**config.mk**
```make
export PLATFORM = sky130hd
export DESIGN_NAME = mci_mcu_trace_unloader
export DESIGN_NICKNAME = d
export VERILOG_FILES = /design/src/rtl/mci_mcu_trace_buffer_pkg.sv /design/src/rtl/mci_mcu_trace_unloader.sv
export SDC_FILE = /design/constraint.sdc
export NUM_CORES = 1
export LEC_CHECK = 0
export BUFFER_PORTS_ARGS = -buffer_cell sky130_fd_sc_hd__buf_2
export CAP_MARGIN = 40
export CORE_MARGIN = 2
export CORE_UTILIZATION = 49
export DETAILED_ROUTE_END_ITERATION = 10
export PLACE_DENSITY = 0.82
export SETUP_SLACK_MARGIN = 0.5
export SYNTH_ARGS = -nofsm -noshare
export SYNTH_HDL_FRONTEND = slang
export SYNTH_SLANG_ARGS = --single-unit
```
**constraint.sdc**
```tcl
create_clock -name clk -period 3.3 [get_ports clk]
set_clock_uncertainty 0.1 [all_clocks]
set_input_delay 0.165 -clock clk [delete_from_list [all_inputs] [get_ports clk]]
set_output_delay 0.165 -clock clk [all_outputs]
set_load 0.02 [all_outputs]
```
**src/rtl/mci_mcu_trace_buffer_pkg.sv**
```systemverilog
// Shared types for the MCU trace buffer: DMI register image, trace packet and unloader states.
package mci_mcu_trace_buffer_pkg;

   localparam int MCI_MCU_TRACE_PACKET_NUM_DWORDS = 4;
   localparam int MCI_MCU_TRACE_RD_SETTLE_CYCLES  = 2;

   // Dword 0 occupies bits [31:0] of the packet.
   typedef logic [MCI_MCU_TRACE_PACKET_NUM_DWORDS-1:0][31:0] mci_mcu_trace_packet_t;

   typedef struct packed {
      logic [31:0] trace_status;
      logic [31:0] trace_config;
      logic [31:0] trace_wr_ptr;
      logic [31:0] trace_rd_ptr;
      logic [31:0] trace_data;
   } mci_mcu_trace_buffer_dmi_reg_t;

   typedef enum logic [2:0] {
      IDLE,
      CHECK,
      SET_PTR,
      SETTLE,
      CAPTURE,
      PRESENT,
      FINISH
   } mci_mcu_trace_unloader_state_e;

endpackage

```
**src/rtl/mci_mcu_trace_unloader.sv**
```systemverilog
// Drains the MCU trace buffer over DMI: programs TRACE_RD_PTR, waits for TRACE_DATA to settle,
// and packs four dwords at a time into packets handed to a valid/ready sink.
module mci_mcu_trace_unloader
   import mci_mcu_trace_buffer_pkg::*;
#(
   parameter logic [6:0] DMI_REG_TRACE_RD_PTR_ADDR = 7'h5D,
   parameter int         RD_SETTLE_CYCLES          = MCI_MCU_TRACE_RD_SETTLE_CYCLES
) (
   input  logic                          clk,
   input  logic                          rst,
   input  logic                          debug_en,
   input  logic                          start,
   input  logic                          abort,
   input  mci_mcu_trace_buffer_dmi_reg_t dmi_reg,
   output logic                          dmi_reg_wen,
   output logic [6:0]                    dmi_reg_addr,
   output logic [31:0]                   dmi_reg_wdata,
   output logic                          pkt_valid,
   input  logic                          pkt_ready,
   output mci_mcu_trace_packet_t         pkt_data,
   output logic                          pkt_last,
   output logic                          busy,
   output logic                          done,
   output logic                          error,
   output logic                          overrun
);

   // Final value of the settle counter before moving to CAPTURE.
   localparam logic [7:0] SETTLE_LAST = (RD_SETTLE_CYCLES > 1) ? 8'(RD_SETTLE_CYCLES - 2) : 8'd0;

   mci_mcu_trace_unloader_state_e state_q, state_d;

   logic [31:0]           ptr_q, ptr_d;
   logic [31:0]           remaining_q, remaining_d;
   logic [31:0]           depth_q, depth_d;
   logic [31:0]           wr_snap_q, wr_snap_d;
   logic [7:0]            settle_q, settle_d;
   mci_mcu_trace_packet_t pkt_q, pkt_d;
   logic                  error_q, error_d;
   logic                  overrun_q, overrun_d;

   logic [31:0] ptr_inc;
   logic [31:0] start_ptr;
   logic [31:0] start_cnt;
   logic        valid_data;
   logic        wrapped;

   assign valid_data = dmi_reg.trace_status[0];
   assign wrapped    = dmi_reg.trace_status[1];

   logic unused_dmi;
   assign unused_dmi = ^{dmi_reg.trace_rd_ptr, dmi_reg.trace_status[31:2]};

   // NOTE: every always_comb target gets a default first so no path can leave it unassigned,
   // which would otherwise infer a latch.
   always_comb begin
      state_d     = state_q;
      ptr_d       = ptr_q;
      remaining_d = remaining_q;
      depth_d     = depth_q;
      wr_snap_d   = wr_snap_q;
      settle_d    = settle_q;
      pkt_d       = pkt_q;
      error_d     = error_q;
      overrun_d   = overrun_q;
      ptr_inc     = ptr_q + 32'd1;
      start_ptr   = wrapped ? dmi_reg.trace_wr_ptr : 32'd0;
      start_cnt   = wrapped ? dmi_reg.trace_config : dmi_reg.trace_wr_ptr;

      unique case (state_q)
         IDLE: begin
            if (start) begin
               if (debug_en) begin
                  state_d   = CHECK;
                  error_d   = 1'b0;
                  overrun_d = 1'b0;
                  pkt_d     = '0;
               end else begin
                  error_d = 1'b1;
               end
            end
         end

         CHECK: begin
            wr_snap_d = dmi_reg.trace_wr_ptr;
            depth_d   = dmi_reg.trace_config;
            if (!valid_data) begin
               state_d = FINISH;
            end else if (dmi_reg.trace_config == 32'd0 || dmi_reg.trace_wr_ptr[1:0] != 2'd0) begin
               error_d = 1'b1;
               state_d = IDLE;
            end else begin
               ptr_d       = start_ptr;
               remaining_d = start_cnt;
               state_d     = (start_cnt == 32'd0) ? FINISH : SET_PTR;
            end
         end

         SET_PTR: begin
            settle_d = 8'd0;
            state_d  = (RD_SETTLE_CYCLES > 1) ? SETTLE : CAPTURE;
         end

         SETTLE: begin
            if (settle_q == SETTLE_LAST) begin
               state_d = CAPTURE;
            end else begin
               settle_d = settle_q + 8'd1;
            end
         end

         CAPTURE: begin
            pkt_d[ptr_q[1:0]] = dmi_reg.trace_data;
            ptr_d             = (ptr_inc >= depth_q) ? 32'd0 : ptr_inc;
            remaining_d       = remaining_q - 32'd1;
            // A short final packet is still presented once the count runs out.
            state_d = (ptr_q[1:0] == 2'd3 || remaining_q == 32'd1) ? PRESENT : SET_PTR;
         end

         PRESENT: begin
            if (pkt_ready) begin
               pkt_d   = '0;
               state_d = (remaining_q != 32'd0) ? SET_PTR : FINISH;
            end
         end

         FINISH: begin
            state_d = IDLE;
         end

         default: begin
            state_d = IDLE;
         end
      endcase

      // Faults that apply to every active state; these override the per-state decisions above.
      if (state_q != IDLE) begin
         if (state_q != CHECK && dmi_reg.trace_wr_ptr != wr_snap_q) begin
            overrun_d = 1'b1;
         end
         if (!debug_en) begin
            error_d = 1'b1;
            state_d = IDLE;
         end else if (abort) begin
            error_d = error_q;
            state_d = IDLE;
         end
      end
   end

   // NOTE: sequential state uses non-blocking assignments so every register samples
   // pre-edge values regardless of statement order.
   always_ff @(posedge clk) begin
      if (rst) begin
         state_q     <= IDLE;
         ptr_q       <= '0;
         remaining_q <= '0;
         depth_q     <= '0;
         wr_snap_q   <= '0;
         settle_q    <= '0;
         pkt_q       <= '0;
         error_q     <= 1'b0;
         overrun_q   <= 1'b0;
      end else begin
         state_q     <= state_d;
         ptr_q       <= ptr_d;
         remaining_q <= remaining_d;
         depth_q     <= depth_d;
         wr_snap_q   <= wr_snap_d;
         settle_q    <= settle_d;
         pkt_q       <= pkt_d;
         error_q     <= error_d;
         overrun_q   <= overrun_d;
      end
   end

   assign busy          = (state_q != IDLE);
   assign done          = (state_q == FINISH);
   assign dmi_reg_wen   = (state_q == SET_PTR);
   assign dmi_reg_addr  = dmi_reg_wen ? DMI_REG_TRACE_RD_PTR_ADDR : 7'd0;
   assign dmi_reg_wdata = dmi_reg_wen ? ptr_q : 32'd0;
   assign pkt_valid     = (state_q == PRESENT);
   assign pkt_last      = pkt_valid && (remaining_q == 32'd0);
   assign pkt_data      = pkt_q;
   assign error         = error_q;
   assign overrun       = overrun_q;

endmodule

```
### Word-level counts from Yosys, hierarchy flattened

Cells that the tools add are included.

* $add $sub $neg: 3
* reduce and logical (&&, ||, !) cells: 19
* muxes and demuxes: 46
* order comparisons: 3
* equal/unequal tests: 17

Operators by type and width (count)
* 128-bit 2-to-1 mux: 3
* 128-bit case mux with 3 select lines: 1
* 32-bit 2-to-1 mux: 9
* 128-bit bitwise mux: 1
* 32-bit case mux with 2 select lines: 2
* 32-bit logical NOT: 3
* 32-bit demux with 2-bit select: 1
* 3-bit 2-to-1 mux: 12
* 32-bit by 1-bit adder with 32-bit output, second input constant: 1
* 32-bit by 1-bit == test with 1-bit output, second input constant: 1
* 32-bit >= comparator: 1
* 32-bit inequality test: 1
* 32-bit nonzero test: 1
* 32-bit by 1-bit subtractor with 32-bit output, second input constant: 1
* 3-bit case mux with 6 select lines: 1
* 8-bit case mux with 2 select lines: 1
* 1-bit 2-to-1 mux: 12
* 2-bit inequality test, second input constant: 5
* 3-bit == test, second input constant: 3
* 8-bit by 1-bit adder with 8-bit output, second input constant: 1
* 8-bit logical NOT: 1
* 8-bit 2-to-1 mux: 1
* 7-bit 2-to-1 mux: 1
* 3-bit by 2-bit == test with 1-bit output, second input constant: 2
* 16 further kinds: 22

* logic and storage cells: 100
* output and inout port bits: 174
* register bits: 269

### Depth between registers and ports, before layout

* depth in word-level cells: 9
* gate-level depth with buffers: 15
* gate-level depth less buffers: 12

### Least setup slack after synthesis

OpenSTA, ideal clock, no wires.

* path kind: reg-to-reg
* start point: reg ptr_q[0]
* end point: reg ptr_q[11]
* stages on the path, launching flop included: 16
* path buffers: 3
* slack: -315 ps
* data arrival time: 3381 ps
* path through: dfxtp_1 -> ha_1 -> and3_1 -> and3_1 -> clkbuf_1 -> buf_2 -> nand4_1 -> xnor2_1 -> ha_1 -> nand4_1 -> or2_2 -> a2111o_1 -> a41o_1 -> clkbuf_1 -> a32oi_1 -> o221ai_1

* cells in the longest elaborated chain, start to end: 4

RTL lines
* start, declared: RTL line mci_mcu_trace_unloader.sv:33 `logic [31:0] ptr_q, ptr_d;`
* start signal, assigned: RTL line mci_mcu_trace_unloader.sv:166 `ptr_q <= ptr_d;`
* 32-bit by 1-bit adder with 32-bit output *: RTL line mci_mcu_trace_unloader.sv:66 `ptr_inc = ptr_q + 32'd1;`
* 32-bit >= comparator: RTL line mci_mcu_trace_unloader.sv:114 `ptr_d = (ptr_inc >= depth_q) ? 32'd0 : ptr_inc;`
* 32-bit 2-to-1 mux *: RTL line mci_mcu_trace_unloader.sv:114
* 32-bit case mux with 2 select lines *: RTL line mci_mcu_trace_unloader.sv:70 `unique case (state_q)`

Every way passes the cells marked *; elsewhere a longest branch is shown, timed or not.
A chain may end at the register's enable or synchronous reset.

### Worst setup path in the final report

* start point: reg ptr_q[12]
* end point: reg ptr_q[20]

The elaborated chain is that of the path after synthesis.

==> run_results.csv <==
group,metric,value,unit
global_route,track_usage,32.7,%
clock_network,cts_inserted_buffers,29,
critical_path,crit_type,"reg -> reg",
yosys,syn_area,13400,sq um
yosys,synth_area_leader_cell,"dfxtp_1",
place,dp_hpwl,31600,um
place,post_dp_cell_area,15300,sq um
yosys,yosysUniqueCellTypes,71,
detailed_routing,drc,0,
place,place_ws,-54.6,ps
yosys,yosysWarnings,0,
detailed_routing,first_iter_violations,1917,
floorplanning,rows,60,
critical_path,cp.buffers_inverters,3,
clock_network,clock_path_buffers,3,
sta,worstMarginPinSlew,735,ps
outcome,violations,"setup timing",
critical_path,path_common_cell,"nand4_1",
sta,fmax,278,MHz
detailed_routing,routed_via_density,6.34,
detailed_routing,drt-pass1-iter-count,5,
critical_path,crit_required,3620,ps
critical_path,crit_fanout,6,
floorplanning,start_util,49.9,%
yosys,synth_ff_type,"dfxtp_1",
global_route,antenna_found_initial,3,
clock_network,cts.sinks,269,
sta,fin_ws,-302,ps
final_layout,finalInstanceArea,18000,sq um
flow_run,maxCapViolations,0,
place,routabilityCongestion,1.05,
floorplanning,fp.dieW,170,um
global_route,grt_max_degree,112,
yosys,synthTopCellsByArea,"dfxtp_1 (40%), a32oi_1 (8.1%), nor2_1 (5.8%)",
floorplanning,coreArea,27000,sq um
critical_path,arrival,3920,ps
detailed_routing,antenna_left,0,
detailed_routing,drt_wl_total,51300,um
yosys,netlist_instances,1643,
final_layout,final_util,66.8,%
place,io_buffers,275,
yosys,synthArstFlopShare,0,%
critical_path,crit_path_start_kind,"flop",
sta,finalCritPeriodShare,109,%
yosys,syn_avg_cell_area,8.18,sq um
sta,hold_viol_final,0,
yosys,synth-seq-cells,269,
clock_network,clk_pin_slew_worst_paths,70,ps
sta,slew_violations,0,
final_layout,nets,2203,
pwr,ir_drop,0.459,mV
clock_network,clock_latency,550,ps
global_route,grt_pass1_wl,75100,um
pwr,power,9390,uW
hold_path,hp-class,"in -> reg",
pwr,leakage,0.00767,uW
critical_path,max_stage_delay,370,ps
detailed_routing,num_vias,14966,
outcome,status,"finished, violations left",
clock_network,root_buffer,"clkbuf_16",
global_route,grt_pass1_vias,13731,
detailed_routing,avgRoutedWirePerCell,21.7,um
pwr,power.density,522,nW/um^2
floorplanning,die_h,170,um
clock_network,cts_tree,"built",
floorplanning,die_area,28800,sq um
critical_path,crit_chain,"nand4_1 -> nor4_4 -> buf_6 -> nand4_1 -> xnor2_2 -> ha_1 -> nand4_1 -> or2_4 -> a2111o_1 -> a41o_4 -> buf_12 -> clkbuf_16 -> a32oi_1 -> a211oi_1",
critical_path,critPathSlowestCell,"dfxtp_1",
final_layout,synthToLayoutAreaGrowth,33.9,%
global_route,grt_overflow,0,
final_layout,drive_above_1_share,25.6,%
sta,finalSetupViolations,32,
sta,fin_crit,3600,ps
sta,rsz0062_at_grt,"yes",
critical_path,worstSetupEndpointType,"flop",
clock_network,htree_levels,1,
critical_path,path_delay_family,"simple AND/OR/NAND/NOR gates",
sta,maxSlewHeadroom,51.0,%
floorplanning,num_io_pins,340,
yosys,seq_area_frac_synth,40.1,%
yosys,yosysTopAreaCellShare,40.1,%
yosys,synth_edf_count,0,
-- cell usage after synthesis, types with 10 or more instances --
| cell | count |
|---|---|
| nand3_1 | 32 |
| mux2i_1 | 33 |
| clkbuf_1 | 113 |
| a211oi_1 | 30 |
| buf_1 | 13 |
| inv_1 | 50 |
| nor2_1 | 208 |
| ha_1 | 40 |
| dfxtp_1 | 269 |
| buf_2 | 13 |
| a22oi_1 | 33 |
| nand4_1 | 31 |
| a21oi_1 | 117 |
| and3_1 | 54 |
| xnor2_1 | 23 |
| xor2_1 | 45 |
| nor4_1 | 25 |
| o21ai_0 | 42 |
| nand2_1 | 179 |
| buf_4 | 10 |
| nor3_1 | 32 |
| a32oi_1 | 124 |
| a31oi_1 | 16 |
-- layout make-up --
class / count / area (sq um)
diodes: 3 / 7.51
clock buffers: 39 / 845
clock inverters: 13 / 159
fillers: 2004 / 8950
inverters: 51 / 191
multi-input cells: 1173 / 7670
flip-flops and latches: 269 / 5410
well taps: 341 / 427
repair buffers: 473 / 3300
-- placed cells by master, fill, tap and decap left out, types with 14 or more instances in the layout --
cell	n
a211oi_1	28
a21oi_1	115
a22oi_1	33
a31oi_1	15
a32oi_1	110
a32oi_2	14
and3_1	51
buf_2	273
buf_4	78
clkbuf_16	32
dfxtp_1	257
dlygate4sd3_1	102
ha_1	37
inv_1	50
mux2i_1	33
nand2_1	177
nand3_1	27
nand4_1	31
nor2_1	208
nor3_1	30
nor4_1	22
o21ai_0	41
xnor2_1	14
xor2_1	43
-- report_power, final --
group          switching [uW]  total (uW)  internal [uW]  leakage (uW)
combinational            1490        2470            984       0.00501
sequential                117        3500           3390       0.00218
clock                    1390        3410           2030      0.000488
-- repair_timing --
action | in CTS | in global routing
gates resized for setup | 13 | 57
hold endpoints to repair | 216 | 0
hold buffers | 102 | 0
endpoints found under the setup margin | 33 | 34
pin swaps | 4 | 17
setup buffers | 6 | 17
cloned | 1 | 5
-- logic make-up after synthesis --
family / synth area share, %
AOI/OAI and AO/OA: 21.6
xor gates and xnor gates: 4.43
adders and majority gates: 3.72
buffers and inverters: 6.15
DFF: 40.1
muxes: 2.88
other: 0.0279
and+or+nand+nor: 21.1
-- tightest hold or removal path, stage by stage --
cell and delay (ps):
dlygate4sd3_1 540, buf_2 150, nand2_1 60, a21oi_1 50
-- state kept, by name (all words and copies together) (netlist names) --
name	cells
settle_q	8
remaining_q	32
error	1
overrun	1
wr_snap_q	32
state_q	3
ptr_q	32
depth_q	32
pkt_data	128
-- path summary, 6_finish.rpt --
path | startpoint | end | slack, ps | depth (start not counted)
max | ptr_q[12] | ptr_q[20] | -300 | 14
min reg2reg | depth_q[12] | depth_q[12] | 360 | 2
min | dmi_reg[125] | depth_q[29] | 360 | 4
max reg2reg | ptr_q[12] | ptr_q[20] | -300 | 14
-- layer usage --
metal,up-vias,GRT usage (%),wire length (um)
met5,-,0,0
met4,0,21.1,3670
met3,283,5.85,4830
met2,955,51.3,23300
met1,7058,41.6,19500
li1,6670,-,-
-- metrics by stage --
step	TNS (ps)	hold slack, ps	cells
final	-6520	355	2362
after global routing	-6820	363	2362
after CTS	-9.76	326	2337
after detailed placement	-119	341	2176
after global placement	0	337	2175
after floorplan	0	201	1644
No activity file was read; power rests on OpenSTA's default activity.
